## src/rtl/tour_pkg.sv

```systemverilog
// Shared definitions for the knight's-tour command sequencer: FSM states,
// command opcodes, heading codes and the bit position of each L move.
package tour_pkg;

    typedef enum logic [2:0] {
        IDLE,
        V_ISSUE,
        V_WAIT,
        H_ISSUE,
        H_WAIT
    } state_t;

    localparam logic [3:0] OP_MOVE    = 4'h2;
    localparam logic [3:0] OP_FANFARE = 4'h3;

    localparam logic [7:0] HEAD_N = 8'h00;
    localparam logic [7:0] HEAD_W = 8'h3F;
    localparam logic [7:0] HEAD_S = 8'h7F;
    localparam logic [7:0] HEAD_E = 8'hBF;

    localparam logic [7:0] RESP_DONE = 8'hA5;
    localparam logic [7:0] RESP_BUSY = 8'h5A;

    // Bit index of each L move within the one-hot move byte, named by (dx,dy).
    localparam int MV_R1_U2 = 0;
    localparam int MV_L1_U2 = 1;
    localparam int MV_L2_U1 = 2;
    localparam int MV_L2_D1 = 3;
    localparam int MV_L1_D2 = 4;
    localparam int MV_R1_D2 = 5;
    localparam int MV_R2_D1 = 6;
    localparam int MV_R2_U1 = 7;

    function automatic logic [15:0] make_cmd(input logic [3:0] opcode,
                                             input logic [7:0] heading,
                                             input logic [3:0] squares);
        return {opcode, heading, squares};
    endfunction

endpackage

```

## src/rtl/tour_move_decode.sv

```systemverilog
// Combinational decode of a one-hot L move into signed (dx, dy) steps,
// with a legality flag that is low unless exactly one bit is set.
module tour_move_decode
    import tour_pkg::*;
(
    input  logic [7:0]        move,
    output logic signed [2:0] dx,
    output logic signed [2:0] dy,
    output logic              legal
);

    assign legal = (move != 8'd0) && ((move & (move - 8'd1)) == 8'd0);

    // Offsets are only meaningful when legal is high.
    always_comb begin
        dx = 3'sd0;
        dy = 3'sd0;
        if (move[MV_R1_U2]) begin dx =  3'sd1; dy =  3'sd2; end
        if (move[MV_L1_U2]) begin dx = -3'sd1; dy =  3'sd2; end
        if (move[MV_L2_U1]) begin dx = -3'sd2; dy =  3'sd1; end
        if (move[MV_L2_D1]) begin dx = -3'sd2; dy = -3'sd1; end
        if (move[MV_L1_D2]) begin dx = -3'sd1; dy = -3'sd2; end
        if (move[MV_R1_D2]) begin dx =  3'sd1; dy = -3'sd2; end
        if (move[MV_R2_D1]) begin dx =  3'sd2; dy = -3'sd1; end
        if (move[MV_R2_U1]) begin dx =  3'sd2; dy =  3'sd1; end
    end

endmodule

```

## src/rtl/tour_cmd_seq.sv

```systemverilog
// Replays a solved knight's tour as movement commands: each L move becomes a
// vertical move followed by a horizontal move with fanfare; UART passes through when idle.
module tour_cmd_seq
    import tour_pkg::*;
#(
    parameter int NUM_MOVES = 24
) (
    input  logic        clk,
    input  logic        rst,
    input  logic        tour_go,
    input  logic [7:0]  move,
    output logic [4:0]  mv_indx,
    input  logic [15:0] cmd_UART,
    input  logic        cmd_rdy_UART,
    output logic [15:0] cmd,
    output logic        cmd_rdy,
    input  logic        clr_cmd_rdy,
    input  logic        send_resp,
    output logic [7:0]  resp,
    output logic        tour_err
);

    localparam logic [4:0] LAST_IDX = 5'(NUM_MOVES - 1);

    state_t            state_reg, state_next;
    logic [4:0]        mv_indx_reg, mv_indx_next;
    logic              tour_err_reg, tour_err_next;
    logic signed [2:0] dx, dy;
    logic              legal;
    logic [3:0]        abs_dx, abs_dy;
    logic              last_move;

    tour_move_decode u_decode (
        .move  (move),
        .dx    (dx),
        .dy    (dy),
        .legal (legal)
    );

    assign abs_dx    = {1'b0, (dx[2] ? -dx : dx)};
    assign abs_dy    = {1'b0, (dy[2] ? -dy : dy)};
    assign last_move = (mv_indx_reg == LAST_IDX);
    assign mv_indx   = mv_indx_reg;
    assign tour_err  = tour_err_reg;

    always_ff @(posedge clk or posedge rst) begin
        if (rst) begin
            state_reg    <= IDLE;
            mv_indx_reg  <= 5'd0;
            tour_err_reg <= 1'b0;
        end else begin
            state_reg    <= state_next;
            mv_indx_reg  <= mv_indx_next;
            tour_err_reg <= tour_err_next;
        end
    end

    always_comb begin
        state_next    = state_reg;
        mv_indx_next  = mv_indx_reg;
        tour_err_next = tour_err_reg;
        cmd           = 16'h0000;
        cmd_rdy       = 1'b0;
        resp          = RESP_BUSY;
        unique case (state_reg)
            IDLE: begin
                cmd     = cmd_UART;
                cmd_rdy = cmd_rdy_UART;
                resp    = RESP_DONE;
                if (tour_go) begin
                    mv_indx_next  = 5'd0;
                    tour_err_next = 1'b0;
                    state_next    = V_ISSUE;
                end
            end
            V_ISSUE: begin
                // A corrupt move aborts the tour before anything is commanded.
                if (!legal) begin
                    tour_err_next = 1'b1;
                    state_next    = IDLE;
                end else begin
                    cmd     = make_cmd(OP_MOVE, (dy > 3'sd0) ? HEAD_N : HEAD_S, abs_dy);
                    cmd_rdy = 1'b1;
                    if (clr_cmd_rdy) state_next = V_WAIT;
                end
            end
            V_WAIT: begin
                if (send_resp) state_next = H_ISSUE;
            end
            H_ISSUE: begin
                cmd     = make_cmd(OP_FANFARE, (dx > 3'sd0) ? HEAD_E : HEAD_W, abs_dx);
                cmd_rdy = 1'b1;
                if (clr_cmd_rdy) state_next = H_WAIT;
            end
            H_WAIT: begin
                if (last_move) resp = RESP_DONE;
                if (send_resp) begin
                    if (last_move) begin
                        state_next = IDLE;
                    end else begin
                        mv_indx_next = mv_indx_reg + 5'd1;
                        state_next   = V_ISSUE;
                    end
                end
            end
            default: state_next = IDLE;
        endcase
    end

endmodule

```

## config.mk

```make
export PLATFORM = sky130hd
export DESIGN_NAME = tour_cmd_seq
export DESIGN_NICKNAME = d
export VERILOG_FILES = /design/src/rtl/tour_pkg.sv /design/src/rtl/tour_move_decode.sv /design/src/rtl/tour_cmd_seq.sv
export SDC_FILE = /design/constraint.sdc
export NUM_CORES = 1
export LEC_CHECK = 0
export BUFFER_PORTS_ARGS = -buffer_cell sky130_fd_sc_hd__buf_2
export CORE_MARGIN = 1.5
export CORE_UTILIZATION = 44
export DETAILED_ROUTE_END_ITERATION = 8
export PLACE_DENSITY = 0.8
export SYNTH_ARGS = -nofsm -noshare
export SYNTH_HDL_FRONTEND = slang
export SYNTH_HIERARCHICAL = 1
export SYNTH_SLANG_ARGS = --single-unit
```

## constraint.sdc

```tcl
create_clock -name clk -period 2.3 [get_ports clk]
set_input_delay 0.23 -clock clk [delete_from_list [all_inputs] [get_ports clk]]
set_output_delay 0.23 -clock clk [all_outputs]
set_load 0.01 [all_outputs]
```

==> impl_metrics.yaml, run 1 <==
critical_path:
  ff2ff_setup_slack_ns: 0.47
  cp-end-kind: "primary output"
  crit_fanout: 7
  start_kind: "input pin"
  timing.critical_path.from: "move[3]"
  critical_path_class: "input pin to primary output"
  regToRegEndpoint: "mv_indx[3]"
  reg2reg_from: "state_reg[0]"
  ff2ff_path_depth: 3
  arrival_ns: 1.89
  crit_end: "cmd[1]"
  cp_data_required_time_ns: 2.07
clock_tree:
  clkSlewWorstSetupHoldPaths_ns: 0.06
  cts.sinks: 9
  clock_latency_ns: 0.27
  cts_buffer_depth: 2
  cts-root-buf: "clkbuf_4"
  cts_tree: "yes"
  cts-buffers-inserted: 3
  cts_max_level: 1
pwr:
  power_frac_comb_pct: 51.9
  peakVddDrop_uv: 424
  p_sw_share_pct: 42.1
  power.share.clock_pct: 18.1
  p_leak_nw: 0.764
  p_seq_share_pct: 30.0
  cellPowerDensity_mw_per_mm2: 498
  p_switching_uw: 290
  p_int_uw: 400
finish:
  num-nets-final: 232
  layout_commonest_cell: "buf_2"
  largest_reg_flops: 5
  syn2layout_area_growth_pct: 32.1
  drive_gt1_share_pct: 35.9
  n_fill_cell: 210
  antenna_cells: 0
  final_cell_mix: "buf_2, nand2_1, a21oi_1"
  final_util_pct: 62.0
synth:
  synth_nets: 175
  synth_top_family_by_area: "simple AND/OR/NAND/NOR gates"
  synth_flop_cell: "dfrtp_1"
  synth.area.top_cells: "dfrtp_1, mux2i_1, nand2_1"
  synth-seq-cells: 9
  synthXorXnorAreaFrac_pct: 0
  synth-edff-count: 0
  synth_top_area_cell: "dfrtp_1"
  synth_compound_area_share_pct: 24.9
  yosys.area_share.simple_pct: 33.2
  avgSynthCellArea_um2: 7.38
  ys_seq_area_share_pct: 21.5
  netlist_area_mm2: 0.00105
  yosysTopAreaCellShare_pct: 21.5
  post_synth_fa_ha_maj_area_fraction_pct: 3.58
  postSynthCellCount: 142
  yosysWarnings: 6
  synthDistinctLibCells: 40
  synth.mux.area_fraction_pct: 6.68
  async_flop_share_pct: 100
grt:
  overflow: 0
  track_usage_pct: 23.1
  grt_pass1_wl_um: 4730
  antenna_found_initial: 0
  grt_pass1_vias: 1135
  grt_max_degree: 24
detailed_routing:
  avgViaCountPerCell: 5.60
  drt_wl_total_um: 2880
  route.detailed.drc: 0
  vias: 1266
  postRouteAntennaNets: 0
  drt_pass1_iterations: 4
  avgRoutedWirePerCell_um: 12.8
  initialDrtViolationCount: 46
floorplanning:
  die_w_um: 51.8
  die_area_mm2: 0.00268
  placementRows: 17
  ioPinCount: 61
  start_util_pct: 46.9
  design.core.area_mm2: 0.00223
  die_y_um: 51.8
flow_run:
  drv_cap: 0
outcome:
  status: "complete, no violations"
min_path:
  holdCritPathClass: "input pin to register"
  hold_start: "send_resp"
timing:
  max_freq_mhz: 471
  fin_setup_tns_ns: 0
  post-route-period-util_pct: 92.4
  finalClockSkew_ns: 0.00797
  final_hold_viol_count: 0
  slew_viol_final: 0
  setup_violations: 0
  relSlewSlack_pct: 55.3
  period_needed_ns: 2.12
  grt_setup_unrepaired: "no"
  tightest_slew_ns: 0.671
place:
  gp_congestion: 0.958
  dpl.hpwl_um: 2330
  portBuffers: 60
worst min path at each step:
stage | to | slack (ns) | cells after the start
after floorplan | mv_indx[0] | 0.06 | 1
after global placement | tour_err | 0.20 | 2
after detailed placement | mv_indx[0] | 0.21 | 2
after CTS | state_reg[2] | 0.25 | 2
after global routing | state_reg[2] | 0.26 | 2
final | state_reg[2] | 0.25 | 2
worst max-delay path: stages:
cell	delay, ns
buf_2	0.15
a211oi_2	0.22
nor2_1	0.07
or3_1	0.36
nand3_2	0.14
nand2_1	0.08
o32a_1	0.36
a21oi_1	0.13
buf_2	0.14
cell type report:
| cell class | instances | area [um2] | share of cell area (%) |
|---|---|---|---|
| flip-flops and latches | 9 | 225 | 16.3 |
| multi-input cells | 112 | 736 | 53.1 |
| well taps | 28 | 35.0 | 2.53 |
| inverters | 10 | 37.5 | 2.71 |
| clock buffers | 4 | 26.3 | 1.90 |
| repair buffers | 63 | 325 | 23.5 |
power groups by stage:
stage | clock (mW) | combinational, mW | sequential, mW
3_3_place_gp | 0 | 0.353 | 0.206
6_report | 0.125 | 0.359 | 0.207
2_1_floorplan | 0 | 0.263 | 0.187
4_1_cts | 0.128 | 0.362 | 0.206
3_5_place_dp | 0 | 0.359 | 0.208
5_1_grt | 0.138 | 0.400 | 0.211
layer usage:
| layer | up-vias | share of wire (%) | global-route usage, % | routed length (um) |
|---|---|---|---|---|
| li1 | 623 | - | - | - |
| met1 | 573 | 41 | 27.0 | 1170 |
| met2 | 66 | 49 | 42.3 | 1420 |
| met3 | 4 | 9.1 | 4.60 | 262 |
| met4 | 0 | 0.87 | 6.58 | 25 |
| met5 | - | 0 | 0 | 0 |
cell families (layout without fill, tap and decap cells):
kind of cell,after synthesis,after routing
adder cells (fa/ha/maj),3,3
flip-flops,9,9
AO/OA/AOI/OAI,39,39
AND/OR/NAND/NOR,63,63
multiplexers,7,7
buffers and inverters,21,77
through the flow:
stage	power (mW)	cell area (um2)	instances	hold slack [ns]	worst slack (ns)
6_report	0.690	1390	226	0.246	0.175
5_1_grt	0.750	1390	226	0.259	0.00134
4_1_cts	0.695	1370	226	0.248	0.109
3_5_place_dp	0.567	1330	221	0.207	0.111
3_3_place_gp	0.559	1330	221	0.199	0.186
2_1_floorplan	0.450	1050	142	0.0579	0.452
synthesized netlist by cell type (all sizes together), types with 3 or more instances:
master and number:
buf 8, nor4 3, nand2 16, a21oi 11, inv 10, dfrtp 9
nor2b 7, ha 3, mux2i 7, nand3 7, o31ai 3, o21ai 7
and2 4, a21o 6, clkbuf 3, nor2 10, o211ai 3
what timing repair did:
item                                    CTS  global route
buffers inserted                          0             0
hold buffers                              1             0
endpoints found under the setup margin    0            11
endpoints found under the hold margin     9             0
gates resized for setup                   0             3
(Power assumes the default switching activity.)
==> run 2, diff against run 1 <==
MAX_ROUTING_LAYER = met4   (was default)
REMOVE_ABC_BUFFERS = 1   (was default)
==> run 2 against run 1 <==
Net effect: critical endpoint unchanged; flip-flop and latch count unchanged; largest cell class unchanged; sequential power about the same; first-iteration DRC count down 8.7%; hold slack better by 0.0075 ns; via count down 1.6%; global-route usage down 0.45 points.
==> impl_metrics.yaml, run 2 (synthesis gave the netlist of run 1 again) <==
timing:
  fin_ws_ns: 0.162
  tightest_slew_ns: 0.736
  grt_setup_unrepaired: "no"
  setup_violations: 0
  slew_viol_final: 0
  relSlewSlack_pct: 50.6
  post-route-period-util_pct: 93.0
  finalClockSkew_ns: 0.00570
  final_hold_viol_count: 0
  period_needed_ns: 2.14
  fin_setup_tns_ns: 0
  max_freq_mhz: 468
pwr:
  peakVddDrop_uv: 328
  cellPowerDensity_mw_per_mm2: 497
  p_leak_nw: 0.750
  finalPower_uw: 682
grt:
  grt_pass1_wl_um: 4630
  grt_max_degree: 24
  overflow: 0
  antenna_found_initial: 0
  grt_pass1_vias: 1131
  track_usage_pct: 22.6
detailed_routing:
  met3_length_um: 166
  vias: 1246
  wl_met1_um: 1180
  avgViaCountPerCell: 5.54
  dr_wl_met2_um: 1440
  highest_layer: "met4"
  avgRoutedWirePerCell_um: 12.4
  postRouteAntennaNets: 0
  drt_wl_total_um: 2800
  route.detailed.drc: 0
  drt_pass1_iterations: 4
  initialDrtViolationCount: 42
critical_path:
  slowest_stage: "o32a_1"
  cp_num_buf_inv: 2
  cp_data_required_time_ns: 2.07
  arrival_ns: 1.91
  critical_path_class: "input pin to primary output"
  ff2ff_setup_slack_ns: 0.45
  path_delay_family: "compound AO/OA/AOI/OAI gates"
  cp-end-kind: "primary output"
  worstPathCellList: "buf_2 -> a211oi_2 -> nor2_1 -> or3_1 -> nand3_1 -> nand2_1 -> o32a_1 -> a21oi_1 -> buf_2"
  crit_path_frequent_cell: "buf_2"
  start_kind: "input pin"
  slowest_delay_ns: 0.39
  crit_fanout: 6
floorplanning:
  die_y_um: 51.8
  ioPinCount: 61
  die_w_um: 51.8
  placementRows: 17
  die_area_mm2: 0.00268
  start_util_pct: 46.9
  design.core.area_mm2: 0.00223
clock_tree:
  cts.sinks: 9
  cts_tree: "yes"
  cts-root-buf: "clkbuf_4"
  clock_latency_ns: 0.26
  post_cts_buffers: 0
  cts-buffers-inserted: 3
  clkSlewWorstSetupHoldPaths_ns: 0.06
  cts_buffer_depth: 2
  cts_max_level: 1
place:
  pre_cts_ws_ns: 0.135
  gp_congestion: 0.751
  dpl.hpwl_um: 2170
  portBuffers: 60
  dp_cells: 220
finish:
  regArea_um2: 225
  multiInputGateArea_um2: 729
  num-nets-final: 231
  drive_gt1_share_pct: 35.0
  final_cell_mix: "buf_2, nand2_1, inv_1, a21oi_1, nor2_1"
  final_cell_count_no_fill: 225
  antenna_cells: 0
  layout_commonest_cell: "buf_2"
  largest_reg_flops: 5
  syn2layout_area_growth_pct: 30.8
  n_fill_cell: 201
flow_run:
  drv_cap: 0
min_path:
  holdCritPathClass: "input pin to register"
outcome:
  status: "complete, no violations"
run 2: area by class of cell:
class / count / share of cell area [%]
sequential: 9 / 16.4
inverter: 10 / 2.74
clock buffer: 4 / 1.92
multi-input combinational: 112 / 53.2
tap: 28 / 2.55
timing repair buffer: 62 / 23.2
run 2: path summary, 6_finish.rpt:
check                        startpoint            to  cells past startpoint
setup / recovery                move[3]        cmd[1]                      9
hold / removal                send_resp  state_reg[2]                      2
setup reg to reg           state_reg[2]    mv_indx[3]                      3
hold reg to reg                tour_err      tour_err                      2
max in group asynchronous           rst  state_reg[0]                      3
min in group asynchronous           rst    mv_indx[4]                      3
run 2: report_power, final:
part	internal, mW	switching, mW	leakage (nW)
registers	0.170	0.0355	0.122
logic	0.161	0.195	0.612
clock network	0.0667	0.0533	0.0150
total	0.398	0.284	0.750
run 2: stage by stage:
| stage | hold slack, ns | util (%) | instance area, um2 |
|---|---|---|---|
| 3_5_place_dp | 0.216 | 59.2 | 1320 |
| 5_1_grt | 0.252 | 61.4 | 1370 |
| 2_1_floorplan | 0.0579 | - | 980 |
| 6_report | 0.253 | 61.4 | 1370 |
| 3_3_place_gp | 0.201 | 59.2 | 1320 |
| 4_1_cts | 0.243 | 60.8 | 1360 |
run 2: per-layer routing:
metal	up-vias	GRT usage, %
li1	626	-
met1	573	26.8
met2	45	41.0
met3	2	2.01
met4	0	6.14
met5	-	-
run 2: timing repair:
item	in CTS	in global routing
setup endpoints to repair	0	7
resized for setup	0	2
hold endpoints to repair	9	0
hold buffers	1	0
==> run 3, diff against run 2 <==
ABC_AREA = 1   (was default)
CELL_PAD_IN_SITES_DETAIL_PLACEMENT = 2   (was default)
CELL_PAD_IN_SITES_GLOBAL_PLACEMENT = 2   (was default)
CORE_UTILIZATION = 20   (was 44)
PLACE_DENSITY = default   (was 0.8)
PLACE_DENSITY_LB_ADDON = 0.1   (was default)
==> run 3 against run 2 <==
Net effect: first-iteration DRC count decreased by 71%; clock power increased by 56%; design area increased by 7.1%; hold slack improved by 0.058 ns; flip-flop and latch count unchanged; cell count increased by 42%; routed wire length increased by 26%; highest routed layer unchanged; power increased by 77%; largest power group unchanged; largest cell class unchanged; non-clock buffer count decreased by 1; clock skew decreased by 0.0022 ns; die area increased by 120%; critical endpoint is now cmd[6]; synthesized area increased by 3.8%.
==> impl_metrics.yaml, run 3 <==
critical_path:
  start_kind: "input pin"
  worstPathCellList: "buf_2 -> nor2_4 -> nand2_1 -> o21ai_1 -> nand2_1 -> nor2_2 -> inv_1 -> nor2_4 -> o21ai_2 -> and2_4 -> nand2_1 -> buf_2"
  cp_num_buf_inv: 3
  ff2ff_setup_slack_ns: 0.89
  crit_end: "cmd[6]"
  cp-end-kind: "primary output"
  timing.critical_path.from: "move[2]"
  cp_data_required_time_ns: 2.07
  reg2reg_from: "mv_indx[0]"
  slowest_stage: "nor2_4"
  critical_path_class: "input pin to primary output"
  ff2ff_path_depth: 7
  path_delay_family: "simple AND/OR/NAND/NOR gates"
  cp.depth: 12
  crit_fanout: 6
  regToRegEndpoint: "mv_indx[4]"
  crit_path_frequent_cell: "nand2_1"
  slowest_delay_ns: 0.18
  arrival_ns: 1.71
floorplanning:
  die_area_mm2: 0.00589
  die_w_um: 76.8
  placementRows: 26
  die_y_um: 76.8
  design.core.area_mm2: 0.00517
  start_util_pct: 21.0
  ioPinCount: 61
flow_run:
  drv_cap: 0
clock_tree:
  clock_latency_ns: 0.24
  cts_buffer_depth: 2
  cts-root-buf: "clkbuf_8"
  cts_max_level: 1
  cts_tree: "yes"
  clkSlewWorstSetupHoldPaths_ns: 0.04
  cts-buffers-inserted: 3
  cts.sinks: 9
timing:
  relSlewSlack_pct: 70.8
  post-route-period-util_pct: 84.3
  setup_violations: 0
  tightest_slew_ns: 0.434
  fin_setup_tns_ns: 0
  final_hold_viol_count: 0
  period_needed_ns: 1.94
  grt_setup_unrepaired: "no"
  max_freq_mhz: 516
  slew_viol_final: 0
  finalClockSkew_ns: 0.00347
detailed_routing:
  avgViaCountPerCell: 4.24
  postRouteAntennaNets: 0
  drt_pass1_iterations: 4
  drt_wl_total_um: 3520
  initialDrtViolationCount: 12
  vias: 1352
  route.detailed.drc: 0
  avgRoutedWirePerCell_um: 11.0
synth:
  async_flop_share_pct: 100
  yosys.area_share.simple_pct: 53.2
  synthXorXnorAreaFrac_pct: 0
  ys_seq_area_share_pct: 20.7
  synth_compound_area_share_pct: 6.78
  netlist_area_mm2: 0.00109
  synthDistinctLibCells: 23
  avgSynthCellArea_um2: 5.67
  synth.mux.area_fraction_pct: 0
  yosysWarnings: 6
  synthTopCellsByCount: "nand2_1, inv_1, nand3_1"
  synth.area.top_cells: "nand2_1, dfrtp_1, nand3_1"
  synth-edff-count: 0
  post_synth_fa_ha_maj_area_fraction_pct: 3.45
  synth_top_area_cell: "nand2_1"
  synth.most_common_cell: "nand2_1"
  synth_flop_cell: "dfrtp_1"
  synth_top_family_by_area: "simple AND/OR/NAND/NOR gates"
  synth-seq-cells: 9
  yosysTopAreaCellShare_pct: 24.5
  postSynthCellCount: 192
pwr:
  peakVddDrop_uv: 194
  cellPowerDensity_mw_per_mm2: 820
  p_leak_nw: 0.905
  power.share.clock_pct: 15.5
  p_seq_share_pct: 17.7
  p_switching_uw: 613
  power_frac_comb_pct: 66.8
  p_int_uw: 592
  p_sw_share_pct: 50.9
grt:
  grt_pass1_vias: 1431
  grt_max_degree: 15
  track_usage_pct: 13.3
  antenna_found_initial: 0
  grt_pass1_wl_um: 6310
  overflow: 0
finish:
  antenna_cells: 0
  drive_gt1_share_pct: 33.3
  largest_reg_flops: 5
  final_cell_count_no_fill: 319
  multiInputGateArea_um2: 691
  regArea_um2: 225
  layout_commonest_cell: "nand2_1"
  num-nets-final: 283
  n_fill_cell: 664
  syn2layout_area_growth_pct: 34.9
  final_cell_mix: "nand2_1, buf_2, inv_1"
outcome:
  status: "complete, no violations"
place:
  portBuffers: 60
  dpl.hpwl_um: 3090
  dp_cells: 314
  gp_congestion: 0.718
min_path:
  holdCritPathClass: "input pin to register"
[run 3: cell types whose count changed after synthesis, sizes merged, moves of 6 or more]
| cell | previous run | this run |
|---|---|---|
| nand2 | 16 | 74 |
| mux2i | 7 | 0 |
| nand3 | 7 | 22 |
| a21o | 6 | 0 |
| a21oi | 11 | 2 |
| nor2 | 10 | 28 |
| inv | 10 | 29 |
| nor2b | 7 | 0 |
[run 3: power groups by stage]
stage                     Sequential [mW]  Combinational [mW]  Clock, mW
after CTS                           0.214               0.831      0.199
after detailed placement            0.216               0.827          0
final                               0.213               0.805      0.187
after floorplan                     0.214               0.487          0
after global placement              0.214               0.827          0
after global routing                0.219               0.920      0.205
[run 3: repair_timing]
item	4_1_cts	5_1_grt
setup endpoints to repair	0	0
buffers inserted	0	0
gates resized for setup	0	0
hold buffers	1	0
hold endpoints to repair	9	0
[run 3: kinds of logic (layout without fill, tap and decap cells)]
logic type               count (synthesis)  in the layout
AO/OA/AOI/OAI                           13             13
adder cells (fa/ha/maj)                  3              3
buffers and inverters                   37             94
flip-flops                               9              9
AND/OR/NAND/NOR                        130            130
[run 3: area by class of cell]
type,instances,area share (%)
Multi-Input combinational cell,146,47.0
Tap cell,70,5.96
Clock buffer,3,2.81
Sequential cell,9,15.3
Timing Repair Buffer,61,21.1
Inverter,29,7.41
Clock inverter,1,0.341
[run 3: stage by stage]
stage	total power [mW]	utilization [%]	instance area, um2	hold slack [ns]	setup slack, ns
global placement	1.04	27.3	1410	0.215	0.359
CTS	1.24	28.4	1470	0.312	0.305
global route	1.34	28.4	1470	0.365	0.153
detailed placement	1.04	27.3	1410	0.219	0.310
finish	1.21	28.4	1470	0.311	0.362
floorplan	0.701	-	1020	0.0579	0.578
[run 3: how the worst min path moves through the flow]
stage	startpoint	end	slack, ns	depth (start not counted)
floorplan	rst	mv_indx[0]	0.06	1
global placement	rst	mv_indx[2]	0.22	2
detailed placement	rst	mv_indx[2]	0.22	2
CTS	send_resp	state_reg[2]	0.31	4
global route	send_resp	state_reg[2]	0.36	4
finish	send_resp	state_reg[2]	0.31	4
[run 3: routing by layer]
layer | routed length (um) | part of all wire [%] | vias to the layer above | global-route usage [%]
li1 | - | - | 702 | -
met4 | 64 | 1.8 | 0 | 5.56
met3 | 198 | 5.6 | 5 | 1.43
met1 | 1640 | 47 | 602 | 16.6
met5 | 0 | 0 | - | -
met2 | 1620 | 46 | 43 | 21.6
[run 3: worst reg2reg max path, stage by stage, from the launching register on]
cell     delay (ns)
dfrtp_1        0.43
ha_1           0.27
nand4_1        0.11
nand2_1        0.12
nand2_2        0.15
nand2_2        0.10
nand2_1        0.07
nand2_1        0.05
